===== src/rtl/dual_issue_scheduler.sv =====
// Dual-issue scheduler: buffers one decoded pair and issues it to a full way and an ALU-only way.
// Optional SCHED_PERF_CNT_EN adds dual/split issue counters.
module dual_issue_scheduler (
    input  logic        clk,
    input  logic        rstn_i,
    input  logic        in_valid_i,
    output logic        in_ready_o,
    input  logic [31:0] instr0_i,
    input  logic [31:0] instr1_i,
    input  logic        slot1_v_i,
    input  logic [31:0] pc_i,
    input  logic        mem0_i,
    input  logic        mem1_i,
    input  logic        ctrl0_i,
    input  logic        wr0_i,
    input  logic        wr1_i,
    input  logic        stall_i,
    input  logic        flush_i,
    output logic        w1_v_o,
    output logic        w2_v_o,
    output logic [31:0] w1_instr_o,
    output logic [31:0] w2_instr_o,
    output logic [31:0] w1_pc_o,
    output logic [31:0] w2_pc_o,
    output logic        order_change_o
`ifdef SCHED_PERF_CNT_EN
    ,
    output logic [31:0] dual_cnt_o,
    output logic [31:0] split_cnt_o
`endif
);

    // state  | meaning
    // EMPTY  | no pair buffered
    // FULL   | pair buffered, nothing issued yet
    // SECOND | instr0 issued alone, instr1 still pending
    typedef enum logic [1:0] {ST_EMPTY, ST_FULL, ST_SECOND} state_t;

    typedef struct packed {
        logic [31:0] instr0;
        logic [31:0] instr1;
        logic [31:0] pc;
        logic        slot1_v;
        logic        mem0;
        logic        mem1;
        logic        ctrl0;
        logic        wr0;
        logic        wr1;
    } pair_t;

    state_t      state_q, state_d;
    pair_t       buf_q, buf_d;
    logic        live_q;
    logic        accept;
    logic        dual;
    logic        raw;
    logic        waw;
    logic [4:0]  rd0, rd1, rs1_1, rs2_1;
    logic [31:0] pc_plus4;

    assign rd0      = buf_q.instr0[11:7];
    assign rd1      = buf_q.instr1[11:7];
    assign rs1_1    = buf_q.instr1[19:15];
    assign rs2_1    = buf_q.instr1[24:20];
    assign pc_plus4 = buf_q.pc + 32'd4;

    assign raw  = buf_q.wr0 && (rd0 != 5'd0) && ((rd0 == rs1_1) || (rd0 == rs2_1));
    assign waw  = buf_q.wr0 && buf_q.wr1 && (rd0 != 5'd0) && (rd0 == rd1);
    assign dual = buf_q.slot1_v && !(buf_q.mem0 && buf_q.mem1) && !buf_q.ctrl0 && !raw && !waw;

    // live_q keeps in_ready_o low until the first edge after reset release
    assign in_ready_o = live_q && !flush_i &&
                        ((state_q == ST_EMPTY) ||
                         ((state_q == ST_FULL) && dual && !stall_i) ||
                         ((state_q == ST_SECOND) && !stall_i));
    assign accept = in_valid_i && in_ready_o;

    always_ff @(posedge clk or negedge rstn_i) begin
        if (!rstn_i) begin
            state_q <= ST_EMPTY;
            buf_q   <= '0;
            live_q  <= 1'b0;
        end else begin
            state_q <= state_d;
            buf_q   <= buf_d;
            live_q  <= 1'b1;
        end
    end

    always_comb begin
        state_d = state_q;
        buf_d   = buf_q;
        if (flush_i) begin
            state_d = ST_EMPTY;
        end else begin
            case (state_q)
                ST_EMPTY: begin
                    if (accept) state_d = ST_FULL;
                end
                ST_FULL: begin
                    if (!stall_i) begin
                        if (dual)                 state_d = accept ? ST_FULL : ST_EMPTY;
                        else if (buf_q.slot1_v)   state_d = ST_SECOND;
                        else                      state_d = ST_EMPTY;
                    end
                end
                ST_SECOND: begin
                    if (!stall_i) state_d = accept ? ST_FULL : ST_EMPTY;
                end
                default: state_d = ST_EMPTY;
            endcase
            if (accept) begin
                buf_d.instr0  = instr0_i;
                buf_d.instr1  = instr1_i;
                buf_d.pc      = pc_i;
                buf_d.slot1_v = slot1_v_i;
                buf_d.mem0    = mem0_i;
                buf_d.mem1    = mem1_i;
                buf_d.ctrl0   = ctrl0_i;
                buf_d.wr0     = wr0_i;
                buf_d.wr1     = wr1_i;
            end
        end
    end

    // Data outputs are zero in EMPTY so reset presents an all-zero interface
    always_comb begin
        w1_v_o         = 1'b0;
        w2_v_o         = 1'b0;
        w1_instr_o     = '0;
        w2_instr_o     = '0;
        w1_pc_o        = '0;
        w2_pc_o        = '0;
        order_change_o = 1'b0;
        case (state_q)
            ST_FULL: begin
                w1_v_o     = 1'b1;
                w1_instr_o = buf_q.instr0;
                w1_pc_o    = buf_q.pc;
                if (dual) begin
                    w2_v_o = 1'b1;
                    if (buf_q.mem1) begin
                        w1_instr_o     = buf_q.instr1;
                        w1_pc_o        = pc_plus4;
                        w2_instr_o     = buf_q.instr0;
                        w2_pc_o        = buf_q.pc;
                        order_change_o = 1'b1;
                    end else begin
                        w2_instr_o = buf_q.instr1;
                        w2_pc_o    = pc_plus4;
                    end
                end
            end
            ST_SECOND: begin
                w1_v_o     = 1'b1;
                w1_instr_o = buf_q.instr1;
                w1_pc_o    = pc_plus4;
            end
            default: ;
        endcase
        if (flush_i) begin
            w1_v_o = 1'b0;
            w2_v_o = 1'b0;
        end
    end

`ifdef SCHED_PERF_CNT_EN
    logic issue_ok;
    assign issue_ok = (state_q == ST_FULL) && !stall_i && !flush_i;

    always_ff @(posedge clk or negedge rstn_i) begin
        if (!rstn_i) begin
            dual_cnt_o  <= '0;
            split_cnt_o <= '0;
        end else begin
            if (issue_ok && dual)                    dual_cnt_o  <= dual_cnt_o + 32'd1;
            if (issue_ok && !dual && buf_q.slot1_v)  split_cnt_o <= split_cnt_o + 32'd1;
        end
    end
`endif

endmodule

===== config.mk =====
export PLATFORM = sky130hd
export DESIGN_NAME = dual_issue_scheduler
export DESIGN_NICKNAME = d
export VERILOG_FILES = /design/src/rtl/dual_issue_scheduler.sv
export SDC_FILE = /design/constraint.sdc
export NUM_CORES = 1
export LEC_CHECK = 0
export CORE_MARGIN = 1
export CORE_UTILIZATION = 45
export DETAILED_ROUTE_END_ITERATION = 10
export DONT_BUFFER_PORTS = 1
export PLACE_DENSITY = 0.71
export SYNTH_ARGS = -nofsm -noshare
export SYNTH_HDL_FRONTEND = slang
export SYNTH_SLANG_ARGS = --single-unit

===== constraint.sdc =====
create_clock -name clk -period 3.3 [get_ports clk]
set_input_delay 0.66 -clock clk [delete_from_list [all_inputs] [get_ports clk]]
set_output_delay 0.66 -clock clk [all_outputs]
set_load 0.05 [all_outputs]

==> metrics.yaml, run 1 <==
yosys:
  synth_common_cells: "nor2_1 (118), dfrtp_1 (105), mux2_4 (80)"
  synth_top_area_cell: "dfrtp_1"
  synth_nets: 859
  yosysTopAreaCellShare_pct: 35.2
  seq_area_frac_synth_pct: 35.2
  synth_area_per_cell_um2: 9.99
  ys.flop_type: "dfrtp_1"
  synth.most_common_cell: "nor2_1"
  synth_cell_types: 59
  synth_edf_count: 0
  async_flop_share_pct: 100
  synthCells: 747
  yosys_warnings: 0
  ys_top_cells_by_area: "dfrtp_1 (35%), mux2_4 (16%), mux2i_1 (6.4%), nor2_1 (5.9%), xnor2_1 (4.0%)"
  synth_area_mm2: 0.00746
  synth-seq-cells: 105
placed_design:
  dpl.hpwl_um: 14500
  dp_cells: 1047
  place_congestion: 0.835
  portBuffers: 0
layout:
  fillers: 1256
  multi_input_area_mm2: 0.00467
  antenna_cells: 0
  layout.cells.non_filler: 1094
  final_util_pct: 61.0
  syn2layout_area_growth_pct: 31.3
  ff_latch_area_mm2: 0.00265
  drive_gt1_share_pct: 43.4
  fin_nets: 985
job:
  drv_cap: 0
floorplanning:
  fp.coreArea_mm2: 0.0161
  dieArea_mm2: 0.0171
  floorplan.initialDensity_pct: 46.5
  rows: 46
  fp.dieH_um: 131
  pin_count: 239
  die_w_um: 131
clocking:
  cts_htree_levels: 3
  cts_sinks: 105
  clock_latency_ns: 0.36
  cts_buffer_depth: 2
  numCtsBuffers: 9
  cts_tree: "done"
  cts-root-buf: "clkbuf_16"
  clk_pin_slew_ns: 0.09
sta:
  fin_crit_sh_pct: 104
  post-route-min-period_ns: 3.44
  tightest_slew_ns: 0.669
  hold_violations: 0
  fmax_mhz: 291
  rsz0062_at_grt: "true"
  fin_skew_ns: 0.0124
  setup_ws_ns: -0.139
  setup_viol: 21
  slew_headroom_pct: 55.4
  drv_slew: 0
global_routing:
  grt_pass1_vias: 5870
  grt_usage_pct: 24.9
  overflow: 0
  grt_pass1_wl_um: 32300
  grt_max_degree: 106
  antenna_found_initial: 0
power_and_ir_drop:
  ir_drop_uv: 672
  powerDensity_mw_per_mm2: 1120
  p_seq_share_pct: 26.3
  swShare_pct: 49.8
  internal-power_mw: 5.48
  p_switching_mw: 5.44
  combPwrFrac_pct: 63.4
  p_clk_share_pct: 10.3
  p_leak_nw: 4.28
status:
  run_status: "complete, but fails checks"
  violations: "negative setup slack"
critical_path:
  crit_type: "flop to output pin"
  arrival_ns: 2.78
  worstSetupEndpointType: "output pin"
  cp_max_fo: 7
  required_ns: 2.64
  start_kind: "flop"
detailed_routing:
  drt-initial-drc-count: 471
  drc: 0
  routed_wl_um: 22900
  detail-route-antenna-nets: 0
  vias_per_cell: 5.91
  drtPass1Iterations: 6
  vias: 6471
  wl_per_cell_um: 20.9
hold_path:
  hold_class: "input port to async pin"
## cells by family after synthesis
family / Yosys count / synth area share [%]
and+or+nand+nor: 262 / 16.8
muxes: 150 / 25.9
AOI/OAI and AO/OA: 108 / 10.1
DFF: 105 / 35.2
buffers and inverters: 81 / 6.98
xor gates and xnor gates: 35 / 4.11
adders and majority gates: 5 / 0.839
other: 1 / 0.0503
## worst max-delay path, cell delays in order (launching register included)
cell and delay [ns]:
dfrtp_2 0.42, or4_4 0.56, o21a_1 0.24, o21ai_1 0.18, buf_4 0.18, a211oi_4 0.05, buf_6 0.16, buf_12 0.15
a31oi_1 0.16, mux2i_1 0.12, buf_4 0.20
## final cells by class
cell class	count	share of cell area [%]
Inverter	11	0.422
Sequential cell	105	27.0
Clock inverter	7	0.830
Timing Repair Buffer	185	19.0
Clock buffer	9	2.30
Tap cell	216	2.76
Multi-Input combinational cell	561	47.7
## registers in the layout, indices dropped and copies added, names as in the netlist
| signal | flops |
|---|---|
| state_q | 2 |
| live_q | 1 |
| buf_q | 102 |
## routing by layer
layer  vias to the layer above  share of wire, %  track usage (%)
met1                      3171                40             31.8
met4                         0               3.4             11.7
met5                         -                 0                0
li1                       2920                 -                -
met2                       325                48             39.8
met3                        55               8.6             5.82
## placed cells by master (no fill, tap or decap), types with 4 or more instances in the layout
| cell | count |
|---|---|
| and2_1 | 4 |
| buf_12 | 23 |
| xnor2_1 | 29 |
| o21ai_1 | 4 |
| mux2_4 | 80 |
| dfrtp_1 | 93 |
| a31oi_2 | 5 |
| dfrtp_2 | 11 |
| nor3_1 | 9 |
| nand4_1 | 20 |
| buf_6 | 17 |
| nor2_1 | 118 |
| xnor2_2 | 5 |
| o21ai_0 | 15 |
| nand2_2 | 7 |
| nand3_2 | 12 |
| mux2_2 | 22 |
| inv_1 | 9 |
| a22oi_1 | 28 |
| and3_1 | 13 |
| clkbuf_16 | 12 |
| or3_1 | 9 |
| a31oi_1 | 7 |
| a31oi_4 | 5 |
| nand2_1 | 22 |
| buf_4 | 138 |
| a21oi_1 | 14 |
| mux2i_1 | 47 |
| nand3_1 | 25 |
## power groups by stage
stage | combinational (mW) | clock [mW] | sequential, mW
6_report | 6.93 | 1.13 | 2.87
3_5_place_dp | 6.11 | 0 | 2.83
4_1_cts | 6.41 | 1.15 | 2.81
5_1_grt | 7.27 | 1.19 | 2.98
2_1_floorplan | 4.89 | 0 | 2.40
3_3_place_gp | 6.04 | 0 | 2.82
## through the flow
stage	setup slack, ns	instance area, um2	hold WS, ns	setup TNS [ns]	power, mW
2_1_floorplan	0.00117	7470	0.364	0	7.29
3_3_place_gp	0.256	8700	0.368	0	8.86
3_5_place_dp	0.191	8700	0.369	0	8.95
4_1_cts	-0.0126	9290	0.263	-0.0126	10.4
5_1_grt	-0.202	9790	0.254	-4.67	11.4
6_report	-0.139	9790	0.207	-1.72	10.9
## repair_timing
action,in CTS,in global routing
hold buffers,1,0
buffers inserted,13,12
resized for setup,24,69
hold endpoints to repair,105,0
endpoints found under the setup margin,54,113
pin swaps,5,17
gates cloned,2,4
## path summary, 6_finish.rpt
kind / slack [ns] / end / start / cells after the start
worst max-delay path: -0.14 / w1_pc_o[16] / buf_q[78] / 10
worst min-delay path: 0.21 / buf_q[72] / rstn_i / 1
worst max register to register: 0.56 / buf_q[43] / buf_q[3] / 7
worst min register to register: 0.54 / buf_q[0] / buf_q[0] / 1
max in group asynchronous: 2.57 / buf_q[3] / rstn_i / 1
min in group clk: 0.43 / buf_q[59] / instr1_i[21] / 1
Note: power is estimated with default switching activity, not from simulation.
==> inputs of run 2 (changes only) <==
--- a/config.mk
+++ b/config.mk
@@ -5,11 +5,14 @@
 export SDC_FILE = /design/constraint.sdc
 export NUM_CORES = 1
 export LEC_CHECK = 0
+export ABC_CLOCK_PERIOD_IN_PS = 3300
+export CELL_PAD_IN_SITES_DETAIL_PLACEMENT = 0
+export CELL_PAD_IN_SITES_GLOBAL_PLACEMENT = 1
 export CORE_MARGIN = 1
 export CORE_UTILIZATION = 45
 export DETAILED_ROUTE_END_ITERATION = 10
 export DONT_BUFFER_PORTS = 1
-export PLACE_DENSITY = 0.71
+export PLACE_DENSITY = 0.87
 export SYNTH_ARGS = -nofsm -noshare
 export SYNTH_HDL_FRONTEND = slang
 export SYNTH_SLANG_ARGS = --single-unit
==> metrics.yaml, run 2 (synthesis gave the netlist of run 1 again) <==
placed_design:
  place_ws_ns: -0.0764  # -0.268 ns
  portBuffers: 0  # unchanged
  dpl.hpwl_um: 15600  # +7.8%
  placedInstanceArea_mm2: 0.00867  # -0.43%
  place_congestion: 0.898  # +7.5%
floorplanning:
  fp.dieH_um: 131  # unchanged
  pin_count: 239  # unchanged
  rows: 46  # unchanged
  fp.coreArea_mm2: 0.0161  # unchanged
  dieArea_mm2: 0.0171  # unchanged
  floorplan.initialDensity_pct: 46.5  # unchanged
  die_w_um: 131  # unchanged
status:
  violations: "negative setup slack"
  run_status: "complete, but fails checks"
hold_path:
  hold_class: "input port to async pin"
critical_path:
  crit_family: "buffers and inverters"
  cp_max_fo: 5  # -2
  crit_buf_inv: 4  # unchanged
  cp_slowest_cell: "or4_4"
  required_ns: 2.64  # about the same
  arrival_ns: 2.66  # -0.12 ns
  crit_type: "flop to output pin"
  path_cells: "or4_4, o21a_1, o21ai_1, buf_4, buf_12, a211oi_4, buf_6, a31oi_1, mux2i_1, buf_4"
  slowest_delay_ns: 0.57  # about the same
  start_kind: "flop"
  worst_path_most_repeated_cell: "buf_4"
  worstSetupEndpointType: "output pin"
sta:
  fin_skew_ns: 0.0100  # -0.00240 ns
  hold_violations: 0  # unchanged
  drv_slew: 0  # unchanged
  post-route-min-period_ns: 3.32  # -0.117 ns
  setup_viol: 3  # -86%
  setup_ws_ns: -0.0224  # +0.117 ns
  fmax_mhz: 301  # +3.5%
  tightest_slew_ns: 0.772  # +0.103 ns
  rsz0062_at_grt: "true"
  slew_headroom_pct: 48.5  # -6.9 points
  fin_crit_sh_pct: 101  # -3.5 points
layout:
  reg.largest.list: "buf_q: 102 flops, state_q: 2 flops, live_q: 1 flops"
  mostFrequentLayoutCell: "buf_4"
  finalInstanceArea_mm2: 0.00991  # +1.2%
  drive_gt1_share_pct: 44.9  # +1.5 points
  largest_register_ffs: 102  # unchanged
  fillers: 1283  # +2.1%
  ff_latch_area_mm2: 0.00265  # unchanged
  top_register: "buf_q"
  multi_input_area_mm2: 0.00468  # +0.13%
  fin_nets: 1003  # +1.8%
  layout_common_cells: "buf_4 (147), nor2_1 (116), dfrtp_1 (93), mux2_4 (80), mux2i_1 (48)"
  syn2layout_area_growth_pct: 32.9
global_routing:
  antenna_found_initial: 1  # +1
  grt_pass1_vias: 6582  # +12%
  grt_usage_pct: 27.4  # +2.5 points
  grt_max_degree: 106  # unchanged
  grt_pass1_wl_um: 35500  # +10%
  overflow: 0  # unchanged
clocking:
  cts_sinks: 105  # unchanged
  cts_htree_levels: 3  # unchanged
  cts-root-buf: "clkbuf_16"
  cts_tree: "done"
  clk_pin_slew_ns: 0.08  # about the same
  clock_latency_ns: 0.36  # about the same
  cts_buffer_depth: 2  # unchanged
  numCtsBuffers: 9  # unchanged
detailed_routing:
  vias: 6608  # +2.1%
  wl_per_cell_um: 21.6  # +3.5%
  detail-route-antenna-nets: 0  # unchanged
  vias_per_cell: 5.94  # +0.37%
  drc: 0  # unchanged
  routed_wl_um: 24100  # +5.3%
  drt-initial-drc-count: 541  # +15%
  drtPass1Iterations: 7  # +1
power_and_ir_drop:
  powerDensity_mw_per_mm2: 1130  # +1.2%
  p_leak_nw: 4.33  # +1.1%
  ir_drop_uv: 650  # -3.3%
job:
  drv_cap: 0  # unchanged
==> run 2: cell types whose count changed in the layout (fill, tap and decap cells not counted), moves of 6 or more <==
| cell | previous run | this run |
|---|---|---|
| a31oi_1 | 7 | 16 |
| buf_6 | 17 | 30 |
| a22oi_2 | 2 | 17 |
| nand2_1 | 22 | 28 |
| nand2_2 | 7 | 1 |
| a22oi_1 | 28 | 13 |
| buf_4 | 138 | 147 |
==> run 2: report_power, final <==
group | internal, mW | leakage [nW] | switching (mW)
clock network | 0.535 | 0.146 | 0.563
logic | 3.11 | 2.94 | 4.12
registers | 1.95 | 1.24 | 0.927
total | 5.59 | 4.33 | 5.61
==> run 2: worst reg2reg max path, cell delays in order (launching register included) <==
cell and delay, ns:
dfrtp_2 0.45, buf_4 0.15, xnor2_1 0.17, nand3_1 0.15
buf_4 0.18, o21ai_2 0.20, o21ai_4 0.11, buf_4 0.18
o31a_4 0.43, buf_4 0.27, mux2_4 0.32
==> run 2: layer usage <==
metal,track usage [%],vias to the layer above,share of wire [%]
met5,0,-,0
met4,12.3,0,3.6
met3,7.17,67,8.0
met2,45.0,356,49
met1,33.8,3230,40
li1,-,2955,-
==> run 2: final cells by class <==
cell class | count | area share (%)
Sequential cell | 105 | 26.7
Antenna cell | 1 | 0.0252
Inverter | 11 | 0.417
Tap cell | 216 | 2.73
Clock inverter | 7 | 0.732
Multi-Input combinational cell | 562 | 47.2
Timing Repair Buffer | 202 | 20.0
Clock buffer | 9 | 2.27
==> run 2: through the flow <==
stage	TNS, ns	cells	power, mW	utilization, %	hold WS, ns
floorplan	0	747	7.29	-	0.364
global placement	0	1053	8.81	54.0	0.367
detailed placement	-0.411	1053	9.00	54.0	0.367
CTS	-0.101	1088	10.6	58.3	0.256
global route	-0.875	1112	11.7	61.7	0.271
finish	-0.0385	1113	11.2	61.7	0.190
==> run 2: path summary, 6_finish.rpt <==
| path | start | endpoint | slack (ns) | depth (start not counted) |
|---|---|---|---|---|
| min in group clk | instr0_i[1] | buf_q[71] | 0.44 | 1 |
| max in group asynchronous | rstn_i | buf_q[3] | 2.57 | 1 |
| worst min register to register | buf_q[7] | buf_q[7] | 0.53 | 1 |
| worst max register to register | buf_q[79] | buf_q[6] | 0.58 | 10 |
| worst min-delay path | rstn_i | buf_q[20] | 0.19 | 1 |
| worst max-delay path | buf_q[78] | w1_pc_o[17] | -0.02 | 10 |
==> run 2: repair_timing <==
action                                  CTS  global route
endpoints found under the setup margin  111           113
resized for setup                        41            74
pin swaps                                11            16
buffers inserted                         17            20
hold buffers                              1             0
gates cloned                              2             4
endpoints found under the hold margin   105             0
==> inputs of run 3 (changes only) <==
--- a/config.mk
+++ b/config.mk
@@ -12,7 +12,7 @@
 export CORE_UTILIZATION = 45
 export DETAILED_ROUTE_END_ITERATION = 10
 export DONT_BUFFER_PORTS = 1
-export PLACE_DENSITY = 0.87
+export PLACE_DENSITY_LB_ADDON = 0.1
 export SYNTH_ARGS = -nofsm -noshare
 export SYNTH_HDL_FRONTEND = slang
 export SYNTH_SLANG_ARGS = --single-unit
==> metrics.yaml, run 3 (synthesis gave the netlist of run 1 again) <==
clocking:
  cts_sinks: 105  # unchanged
  cts_tree: "done"
  clk_pin_slew_ns: 0.07  # about the same
  cts_htree_levels: 3  # unchanged
  numCtsBuffers: 9  # unchanged
  clock_latency_ns: 0.35  # about the same
  cts_buffer_depth: 2  # unchanged
  cts-root-buf: "clkbuf_16"
status:
  violations: "negative setup slack"
  run_status: "complete, but fails checks"
global_routing:
  grt_max_degree: 106  # unchanged
  antenna_found_initial: 1  # unchanged
  grt_pass1_vias: 6198  # -5.8%
  grt_usage_pct: 26.3  # -1.1 points
  grt_pass1_wl_um: 34200  # -3.8%
  overflow: 0  # unchanged
power_and_ir_drop:
  swShare_pct: 49.4  # -0.65 points
  p_clk_share_pct: 10.2  # +0.4 points
  p_seq_share_pct: 25.8  # about the same
  ir_drop_uv: 586  # -9.9%
  internal-power_mw: 5.48  # -1.9%
  powerDensity_mw_per_mm2: 1130  # -0.20%
  p_leak_nw: 4.21  # -2.8%
  p_switching_mw: 5.36  # -4.4%
  combPwrFrac_pct: 64.0  # -0.5 points
  finalPower_mw: 10.8  # -3.2%
critical_path:
  worst_path_most_repeated_cell: "buf_4"
  crit_buf_inv: 5  # +1
  slowest_delay_ns: 0.45  # -0.12 ns
  crit_type: "flop to output pin"
  worstSetupEndpointType: "output pin"
  path_cells: "buf_4, xnor2_2, nand4_1, buf_4, o22ai_4, o21ai_4, buf_12, buf_6, a31oi_1, mux2i_1, buf_4"
  r2r_slack_ns: 0.38  # -0.20 ns
  start_kind: "flop"
  cp_max_fo: 20  # +15
  crit_family: "buffers and inverters"
  cp_slowest_cell: "dfrtp_2"
  arrival_ns: 2.70  # +0.04 ns
  required_ns: 2.64  # about the same
placed_design:
  dp_cells: 1054  # +0.095%
  place_congestion: 0.819  # -8.8%
  dpl.hpwl_um: 15000  # -4.0%
  portBuffers: 0  # unchanged
sta:
  rsz0062_at_grt: "true"
  hold_violations: 0  # unchanged
  drv_slew: 0  # unchanged
  post-route-min-period_ns: 3.36  # +0.0335 ns
  setup_viol: 12  # +9
  fin_crit_sh_pct: 102  # +1.0 points
  setup_ws_ns: -0.0559  # -0.0335 ns
  whs_ns: 0.222  # +0.0312 ns
  fmax_mhz: 298  # -1.0%
  tightest_slew_ns: 0.576  # -0.196 ns
  setup_tns_ns: -0.347  # -0.309 ns
  slew_headroom_pct: 61.6  # +13 points
  fin_skew_ns: 0.0117  # +0.00164 ns
floorplanning:
  dieArea_mm2: 0.0171  # unchanged
  die_w_um: 131  # unchanged
  pin_count: 239  # unchanged
  fp.coreArea_mm2: 0.0161  # unchanged
  floorplan.initialDensity_pct: 46.5  # unchanged
  fp.dieH_um: 131  # unchanged
  rows: 46  # unchanged
layout:
  mostFrequentLayoutCell: "buf_4"
  fin_nets: 999  # -0.40%
  reg.largest.list: "buf_q: 102 flops, state_q: 2 flops, live_q: 1 flops"
  drive_gt1_share_pct: 41.4  # -3.5 points
  layout_common_cells: "buf_4 (158), nor2_1 (118), dfrtp_1 (94), mux2_4 (80), mux2i_1 (48)"
  largest_register_ffs: 102  # unchanged
  top_register: "buf_q"
  final_util_pct: 59.9  # -1.8 points
  syn2layout_area_growth_pct: 28.9
  layout.cells.non_filler: 1108  # -0.45%
  antenna_cells: 0  # -1
detailed_routing:
  drtPass1Iterations: 5  # -2
  drt-initial-drc-count: 373  # -31%
  vias: 6337  # -4.1%
  drc: 0  # unchanged
  routed_wl_um: 23100  # -3.9%
  wl_per_cell_um: 20.9  # -3.5%
  detail-route-antenna-nets: 0  # unchanged
  vias_per_cell: 5.72  # -3.7%
job:
  drv_cap: 0  # unchanged
hold_path:
  hold_class: "input port to async pin"
-- run 3: power groups by stage --
stage               Clock, mW  Combinational (mW)  Sequential, mW
finish                   1.10                6.94            2.80
detailed placement          0                6.21            2.79
global route             1.18                7.32            2.91
floorplan                   0                4.89            2.40
global placement            0                6.13            2.75
CTS                      1.13                6.59            2.78
-- run 3: final timing paths --
check	endpoint	cells after the start	from
setup / recovery	w1_pc_o[8]	11	buf_q[78]
max in group asynchronous	buf_q[18]	1	rstn_i
setup reg to reg	buf_q[3]	11	buf_q[78]
hold / removal	buf_q[27]	1	rstn_i
min in group clk	buf_q[99]	1	instr0_i[29]
hold reg to reg	buf_q[0]	1	buf_q[0]
-- run 3: cell type report --
type	instances	area (um2)
clock inverters	4	51.3
fillers	1350	6440
repair buffers	197	1810
multi-input cells	563	4560
flip-flops and latches	105	2640
clock buffers	12	236
well taps	216	270
inverters	11	41.3
-- run 3: metal layers --
layer,routed length [um],GRT usage [%],vias up
met3,1630,6.80,32
met2,11600,45.3,244
met5,0,0,-
li1,-,-,2942
met1,9380,31.7,3119
met4,532,8.99,0
-- run 3: timing repair --
| action | in CTS | in global routing |
|---|---|---|
| cloned | 3 | 1 |
| setup endpoints to repair | 64 | 62 |
| hold buffers | 1 | 0 |
| hold endpoints to repair | 105 | 0 |
| buffers inserted | 15 | 18 |
| pin swaps | 8 | 15 |
| gates resized for setup | 26 | 43 |
-- run 3: metrics by stage --
step           setup WS (ns)  cell area [um2]
2_1_floorplan        0.00117             7470
3_3_place_gp         -0.0554             8690
3_5_place_dp         -0.0762             8690
4_1_cts              -0.0386             9300
5_1_grt               -0.131             9620
6_report             -0.0559             9620
==> variant (flow settings as in run 1) <==
Build with the macro `SCHED_PERF_CNT_EN` defined.
--- a/src/rtl/dual_issue_scheduler.sv
+++ b/src/rtl/dual_issue_scheduler.sv
@@ -1,4 +1,6 @@
 // Dual-issue scheduler: buffers one decoded pair and issues it to a full way and an ALU-only way.
 // Optional SCHED_PERF_CNT_EN adds dual/split issue counters.
+`define SCHED_PERF_CNT_EN
+
 module dual_issue_scheduler (
     input  logic        clk,
Function (old outputs only; new: dual_cnt_o and split_cnt_o): kept (equiv_simple and equiv_induct, registers matched by name and starting in step).
==> variant against run 1 <==
The run ends with negative hold slack, negative setup slack left. Via count rose by 49%. Worst setup slack got worse by 0.057 ns. Total power rose by 32%. Register-to-register slack got worse by 0.50 ns. Synthesized area grew 39%. Sequential cell count is 64 higher. Cell area is 59% higher. First-iteration DRC count increased by 37%. Worst hold slack worse by 0.28 ns. Global-route usage up 4.7 points. Sequential power up 33%. Maximum frequency down 1.6%. Routed wire length rose by 62%. Critical path type unchanged. Largest cell class unchanged.
==> variant: results (changes against run 1) <==
Worst setup path:
- The number of cells on the worst reg-to-reg path is 9 (+2).
- The signal arrival time at the worst endpoint came to 2.84 ns (+0.06 ns).
- The startpoint of the worst-slack reg-to-reg timing path is buf_q[81].
- On the critical path the largest part of the delay comes from simple AND/OR/NAND/NOR gates.
- In this run the critical register-to-register path is captured at buf_q[48].
- The setup slack on the worst flop-to-flop path is 0.06 ns (-0.50 ns).

Logic synthesis:
- The fraction of the yosys area taken by sequential cells was 40.77% (+5.5 points).
- The instance count of the mapped netlist is 1093 (+46%).
- The net count after synthesis was 1207 (+41%).
- The count of unique library cells instantiated by Yosys was 56 (-5.1%).
- By count the netlist is led by sky130_fd_sc_hd__dfrtp_1, sky130_fd_sc_hd__o21ai_0, sky130_fd_sc_hd__nor2_1.

Global route:
- The total track usage was 29.55% (+4.7 points).
- The number of global-route vias before repair is 9607 (+64%).
- The initial antenna violation count is 1 (+1).
- The first-pass GRT wire length came to 54940 um (+70%).

Placement:
- The post-placement setup slack is -0.08531 ns (-0.2765 ns).
- The routability congestion estimate was 0.9090 (+8.8%).
- The detailed placer's ending HPWL is 22180 um (+53%).
- The placed instance count is 1456 (+39%).
- The post-placement cell area came to 0.01259 mm^2 (+45%).

Run status:
- The run finished, with violations left.
- The checks that failed: negative hold slack, negative setup slack.

Routing:
- The aggregate routed wire length was 37130 um (+62%).
- The final routed wire length divided by cell count is 24.01 um (+15%).

Timing:
- The setup clock skew after layout is 0.01409 ns (+0.001670 ns).
- The relative max-transition margin is 21.26% (-34 points).
- The final hold violation count is 169 (+169).
- The worst hold slack is -0.06874 ns (-0.2756 ns).
- The final-report setup violation count is 126 (+500%).
- The final total negative setup slack is -10.87 ns (-9.146 ns).
- The slack of the critical path came to -0.1966 ns (-0.05717 ns).

Cells and area:
- The fraction of layout cells with a size suffix above 1 is 38.46% (-4.9 points).
- The filler cell count came to 1589 (+27%).

Clocking:
- The deepest level of the CTS H-tree is 4 (+1).
- The clock buffer count from CTS is 17 (+8).
- The clock transition at the registers of the reported paths is 0.07 ns (-0.02 ns).
- The insertion delay to the later sink of the worst-skew pair is 0.43 ns (+0.07 ns).

Power:
- The largest vdd supply drop is 485.9 uV (-28%).
## variant: layout make-up
type	count	area (um^2)	share of cell area (%)
multi-input cells	814	6980	44.96
flip-flops and latches	169	4243	27.33
repair buffers	232	3298	21.24
clock buffers	18	439.2	2.829
well taps	285	356.6	2.297
clock inverters	14	155.1	0.9994
inverters	14	52.55	0.3385
## variant: cell families (layout without fill, tap and decap cells)
logic type / count (synthesis) / after routing / share of synthesized area [%]
adder cells (fa/ha/maj): 7 / 7 / 0.8443
buffers and inverters: 112 / 278 / 4.632
XOR/XNOR: 102 / 102 / 8.612
other: 1 / 1 / 0.03615
AND/OR/NAND/NOR: 300 / 301 / 14.61
AO/OA/AOI/OAI: 367 / 368 / 27.10
multiplexers: 35 / 35 / 3.401
flip-flops: 169 / 169 / 40.77
## variant: what timing repair did
| action | 4_1_cts | 5_1_grt |
|---|---|---|
| endpoints found under the setup margin | 96 | 210 |
| pin swaps | 56 | 64 |
| setup buffers | 28 | 22 |
| resized for setup | 179 | 234 |
| gates cloned | 7 | 7 |
| endpoints found under the hold margin | 169 | 169 |
## variant: worst max path at each step
stage | endpoint | slack (ns) | depth (start not counted)
floorplan | w1_pc_o[22] | -0.42 | 9
global placement | w1_pc_o[23] | 0.02 | 9
detailed placement | w1_pc_o[23] | -0.09 | 9
CTS | w1_pc_o[6] | -0.19 | 9
global route | w1_pc_o[18] | -0.26 | 12
finish | w1_pc_o[18] | -0.20 | 9
## variant: per-layer routing
layer / vias up / track usage [%] / part of all wire [%]
li1: 4271 / - / -
met1: 4843 / 36.32 / 39
met2: 437 / 49.59 / 50
met3: 95 / 8.455 / 7.6
met4: 2 / 10.19 / 3.3
met5: - / 0 / 0.035
## variant: power groups by stage
| stage | Sequential (mW) | Clock [mW] | Combinational (mW) |
|---|---|---|---|
| 3_3_place_gp | 3.71 | 0 | 6.14 |
| 4_1_cts | 3.73 | 2.06 | 7.35 |
| 6_report | 3.83 | 2.02 | 8.56 |
| 3_5_place_dp | 3.73 | 0 | 6.26 |
| 5_1_grt | 3.92 | 2.13 | 8.98 |
| 2_1_floorplan | 3.31 | 0 | 4.49 |
